### src/rtl/quad_pkg.sv
// quad_pkg: shared state encoding, AB phase constants and default widths for quad_decoder
package quad_pkg;

    typedef enum logic {FILL, TRACK} state_t;

    localparam logic [1:0] AB_00 = 2'b00;
    localparam logic [1:0] AB_10 = 2'b10;
    localparam logic [1:0] AB_11 = 2'b11;
    localparam logic [1:0] AB_01 = 2'b01;

    localparam int CNT_W_DEF = 16;
    localparam int SYNC_STAGES_DEF = 2;
    localparam int ERR_W_DEF = 8;

    // next {A,B} state in the forward (count up) Gray sequence
    function automatic logic [1:0] fwd_next(input logic [1:0] ab);
        return ab == AB_00 ? AB_10 :
               ab == AB_10 ? AB_11 :
               ab == AB_11 ? AB_01 : AB_00;
    endfunction

endpackage

### src/rtl/sync_ff.sv
// sync_ff: STAGES-deep single-bit synchroniser, async active-low reset to 0
module sync_ff #(
    parameter int STAGES = 2
) (
    input  logic clk,
    input  logic reset,
    input  logic d,
    output logic q
);
    logic [STAGES-1:0] r;

    // shift the asynchronous input through the flop chain
    always_ff @(posedge clk or negedge reset) begin
        if (!reset) r <= '0;
        else r <= {r[STAGES-2:0], d};
    end

    assign q = r[STAGES-1];
endmodule

### src/rtl/quad_decoder.sv
// quad_decoder: quadrature decoder with wrapping position counter and illegal-transition counter; optional index input enabled by QUAD_INDEX_EN
module quad_decoder
    import quad_pkg::*;
#(
    parameter int CNT_W = CNT_W_DEF,
    parameter int SYNC_STAGES = SYNC_STAGES_DEF,
    parameter int ERR_W = ERR_W_DEF
) (
    input  logic             clk,
    input  logic             reset,
`ifdef QUAD_INDEX_EN
    input  logic             quad_idx,
`endif
    input  logic             quad_a,
    input  logic             quad_b,
    input  logic             clear,
    output logic [CNT_W-1:0] count,
    output logic             up_down,
    output logic             step,
    output logic             err,
    output logic [ERR_W-1:0] err_cnt
);
    state_t state, state_d;
    logic [2:0] fill_cnt, fill_d;
    logic [1:0] prev_ab, prev_d, ab_s;
    logic a_s, b_s, up_ev, dn_ev, bad, idx_zero;

    sync_ff #(.STAGES(SYNC_STAGES)) u_sync_a (.clk(clk), .reset(reset), .d(quad_a), .q(a_s));
    sync_ff #(.STAGES(SYNC_STAGES)) u_sync_b (.clk(clk), .reset(reset), .d(quad_b), .q(b_s));

    assign ab_s = {a_s, b_s};

`ifdef QUAD_INDEX_EN
    logic idx_s, idx_q;

    sync_ff #(.STAGES(SYNC_STAGES)) u_sync_idx (.clk(clk), .reset(reset), .d(quad_idx), .q(idx_s));

    // delayed copy of the synchronised index for rising-edge detection
    always_ff @(posedge clk or negedge reset) begin
        if (!reset) idx_q <= 1'b0;
        else idx_q <= idx_s;
    end

    assign idx_zero = (state == TRACK) && idx_s && !idx_q;
`else
    assign idx_zero = 1'b0;
`endif

    // FSM state, fill counter and previous synchronised phase pair
    always_ff @(posedge clk or negedge reset) begin
        if (!reset) begin
            state <= FILL;
            fill_cnt <= '0;
            prev_ab <= AB_00;
        end else begin
            state <= state_d;
            fill_cnt <= fill_d;
            prev_ab <= prev_d;
        end
    end

    // FILL waits until the synchronisers hold real input before seeding prev_ab; TRACK decodes each pair
    always_comb begin
        state_d = state;
        fill_d = fill_cnt;
        prev_d = prev_ab;
        up_ev = 1'b0;
        dn_ev = 1'b0;
        bad = 1'b0;
        if (state == FILL) begin
            fill_d = fill_cnt + 3'd1;
            if (fill_cnt == 3'(SYNC_STAGES)) begin
                state_d = TRACK;
                prev_d = ab_s;
            end
        end else begin
            prev_d = ab_s;
            up_ev = ab_s == fwd_next(prev_ab);
            dn_ev = prev_ab == fwd_next(ab_s);
            bad = (ab_s ^ prev_ab) == 2'b11;
        end
    end

    // registered outputs and counters; clear beats index beats step
    always_ff @(posedge clk or negedge reset) begin
        if (!reset) begin
            count <= '0;
            up_down <= 1'b1;
            step <= 1'b0;
            err <= 1'b0;
            err_cnt <= '0;
        end else begin
            step <= up_ev | dn_ev;
            err <= bad;
            up_down <= (up_ev | dn_ev) ? up_ev : up_down;
            count <= (clear || idx_zero) ? '0 :
                     up_ev ? count + CNT_W'(1) :
                     dn_ev ? count - CNT_W'(1) : count;
            err_cnt <= clear ? '0 :
                       (bad && err_cnt != '1) ? err_cnt + ERR_W'(1) : err_cnt;
        end
    end
endmodule

### config.mk
export PLATFORM = sky130hd
export DESIGN_NAME = quad_decoder
export DESIGN_NICKNAME = d
export VERILOG_FILES = /design/src/rtl/quad_pkg.sv /design/src/rtl/sync_ff.sv /design/src/rtl/quad_decoder.sv
export SDC_FILE = /design/constraint.sdc
export NUM_CORES = 1
export LEC_CHECK = 0
export BUFFER_PORTS_ARGS = -buffer_cell sky130_fd_sc_hd__buf_4
export CORE_ASPECT_RATIO = 0.9
export CORE_UTILIZATION = 35
export DETAILED_ROUTE_END_ITERATION = 12
export PLACE_DENSITY = 0.6
export SYNTH_ARGS = -nofsm -noshare
export SYNTH_HDL_FRONTEND = slang
export SYNTH_SLANG_ARGS = --single-unit
### constraint.sdc
create_clock -name clk -period 4.12 [get_ports clk]
set_input_delay 0 -clock clk [delete_from_list [all_inputs] [get_ports clk]]
set_output_delay 0 -clock clk [all_outputs]
set_load 0.01 [all_outputs]
==> reports/qor.yml <==
min_period_ns: 2.817
synth_area_leader_cell: "dfrtp_1"
detail_route.first_pass.iterations: 4
gp_congestion: 0.8057
worst_slew_pin_slew_ns: 0.4687
path_cells: "xnor2_1 -> nand3b_1 -> buf_4 -> ha_1 -> a21oi_1 -> a21oi_1 -> o41ai_2 -> nor3_1 -> a2111oi_0 -> o31ai_1"
synth_edf_count: 0
worst_path_most_repeated_cell: "a21oi_1"
fin_skew_ns: 0.007506
die_width_um: 86.75
cts_resized: 0
endpoint_kind: "register"
overflow: 0
grt_usage_pct: 14.50
portBuffers: 31
ff2ff_path_depth: 10
grt_pass1_vias: 1658
slowest_delay_ns: 0.43
maxCapViolations: 0
cts.path.max_buffers: 2
root_buffer: "clkbuf_8"
worstHoldPathCells: 2
cts_htree_levels: 2
antenna_cells: 0
wl_per_cell_um: 12.60
slew_headroom_pct: 68.76
utilization_pct: 43.78
cts_tree: "built"
rsz0062_at_grt: "no"
worstPathRequired_ns: 4.28
drive_above_1_share_pct: 19.57
max_freq_mhz: 355.0
synth_seq_area_share_pct: 40.98
crit_type: "reg -> reg"
slowest_stage: "a2111oi_0"
yosysMostFrequentCell: "dfrtp_1"
cp.arrival_ns: 2.98
hold_viol_final: 0
reg2reg_setup_slack_ns: 1.30
crit_fanout: 21
postRouteAntennaNets: 0
reg2reg_to: "count[12]"
hold_end: "count[15]"
finalMaxSlewViolations: 0
ir_drop_uv: 308.0
dieArea_um2: 6790
synthArstFlopShare_pct: 100.0
synthFlopType: "dfrtp_1"
area_delta_synth_final_pct: 19.64
clkTransAtPathRegs_ns: 0.08
hpwl_mm: 3.223
synth.avg_cell_area_um2: 9.465
placementRows: 27
syn_area_um2: 2262
wirelength_mm: 4.574
dieHeight_um: 78.27
detail_route.vias_per_cell: 4.879
hp-class: "in -> reg"
r2r-start: "prev_ab[1]"
grt_max_degree: 38
leakage_nw: 1.266
grt_pass1_wl_mm: 7.817
final_nets: 300
status: "finished, final reports clean"
route.detailed.drc: 0
synthCells: 239
antenna_found_initial: 0
ys_seq_elements: 37
setup_violations: 0
synth_top_area_share_pct: 39.82
numCtsBuffers: 5
ys_top_cells_by_count: "dfrtp_1, nand2_1, a21oi_1"
hold_path_startpoint: "clear"
synth.area.top_cells: "dfrtp_1, ha_1, a21oi_1, xnor2_1, nand2_1"
initial_core_util_pct: 36.59
ioPinCount: 32
clock_sinks: 37
core_um2: 6182
drt-initial-drc-count: 111
fin_crit_sh_pct: 68.38
start_kind: "register"
syn-num-nets: 264
via_count: 1771
synth_cell_types: 45
ys.warnings.count: 0
clkLatencyLatePin_ns: 0.29
setup_tns_ns: 0
power_density_nw_per_um2: 657.9
==> worst max-delay path by stage <==
stage                     cells after the start  startpoint  slack, ns         to
after CTS                                    10  prev_ab[1]       1.32  count[12]
after floorplan                               9  prev_ab[1]       1.22  count[12]
after detailed placement                     10  prev_ab[1]       1.32  count[12]
after global placement                       10  prev_ab[1]       1.43  count[12]
after global routing                         10  prev_ab[1]       1.12  count[12]
final                                        10  prev_ab[1]       1.30  count[12]
==> where the power goes <==
part           switching, mW  internal (mW)  leakage (nW)  total [mW]
clock                  0.138          0.120        0.0481       0.258
combinational          0.547          0.466         0.751        1.01
sequential            0.0702          0.439         0.467       0.510
total                  0.755           1.03          1.27        1.78
==> per-stage QoR <==
| stage | hold WS (ns) | power [mW] | setup slack [ns] | instance area (um2) | std cells |
|---|---|---|---|---|---|
| final | 0.06626 | 1.781 | 1.303 | 2706 | 363 |
| after global routing | 0.07600 | 1.946 | 1.118 | 2706 | 363 |
| after CTS | 0.06109 | 1.799 | 1.319 | 2706 | 363 |
| after detailed placement | -0.002238 | 1.523 | 1.324 | 2585 | 352 |
| after global placement | -0.006802 | 1.520 | 1.425 | 2585 | 352 |
| after floorplan | -0.2956 | 1.255 | 1.218 | 2262 | 239 |
==> kinds of logic (layout without fill, tap and decap cells) <==
| logic type | Yosys count | after routing | share of synthesized area, % |
|---|---|---|---|
| adders and majority gates | 20 | 20 | 11.39 |
| DFF | 37 | 37 | 40.98 |
| AOI/OAI and AO/OA | 63 | 63 | 17.98 |
| and+or+nand+nor | 73 | 73 | 15.10 |
| buffers and inverters | 17 | 54 | 2.987 |
| muxes | 4 | 4 | 1.880 |
| xor gates and xnor gates | 25 | 25 | 9.679 |
==> layout by cell type (no fill, tap or decap), drive strengths merged, types with 2 or more instances in the layout <==
cell	netlist	layout
a211oi	3	3
xnor2	14	14
buf	3	32
a21oi	27	27
dlygate4sd3	0	3
and3	4	4
nand3	6	6
nor2b	2	2
nor2	14	14
clkbuf	3	5
inv	11	11
or3	2	2
a21boi	2	2
o21ai	15	15
xor2	11	11
nor3	3	3
nand4	6	6
nor4b	2	2
nand2	32	32
a2111oi	2	2
mux2i	2	2
dfrtp	36	36
o211ai	2	2
o21a	2	2
clkinv	0	3
a31oi	2	2
a21o	3	3
ha	19	19
mux2	2	2
==> sequential cells by signal, indices dropped and copies added (netlist names) <==
| register | cells |
|---|---|
| state | 1 |
| fill_cnt | 3 |
| err | 1 |
| u_sync_b.r | 2 |
| up_down | 1 |
| err_cnt | 8 |
| count | 16 |
| step | 1 |
| prev_ab | 2 |
| u_sync_a.r | 2 |
==> layout make-up <==
type / instances / area (um2)
clock buffers: 5 / 68.82
clock inverters: 3 / 22.52
fillers: 612 / 3476
inverters: 11 / 41.29
multi-input cells: 185 / 1267
flip-flops and latches: 37 / 927.1
well taps: 87 / 108.9
repair buffers: 35 / 270.3
==> critical path, delay by kind of cell, from the launching register on <==
kind,cells,cell delay [ns]
DFF,1,0.41
adders and majority gates,1,0.34
xor gates and xnor gates,1,0.24
and+or+nand+nor,2,0.21
buffers and inverters,1,0.23
AOI/OAI and AO/OA,5,1.27
==> timing repair <==
action | CTS | global route
hold buffers | 3 | 0
buffers inserted | 0 | 0
hold endpoints to repair | 38 | 0
==> layer usage <==
layer,vias up,share of wire (%),track usage (%)
met5,-,0,0
met4,0,0.68,3.000
met3,4,3.4,3.049
met2,22,44,22.54
met1,828,51,20.74
li1,917,-,-
Power figures use the tool's default switching activity.
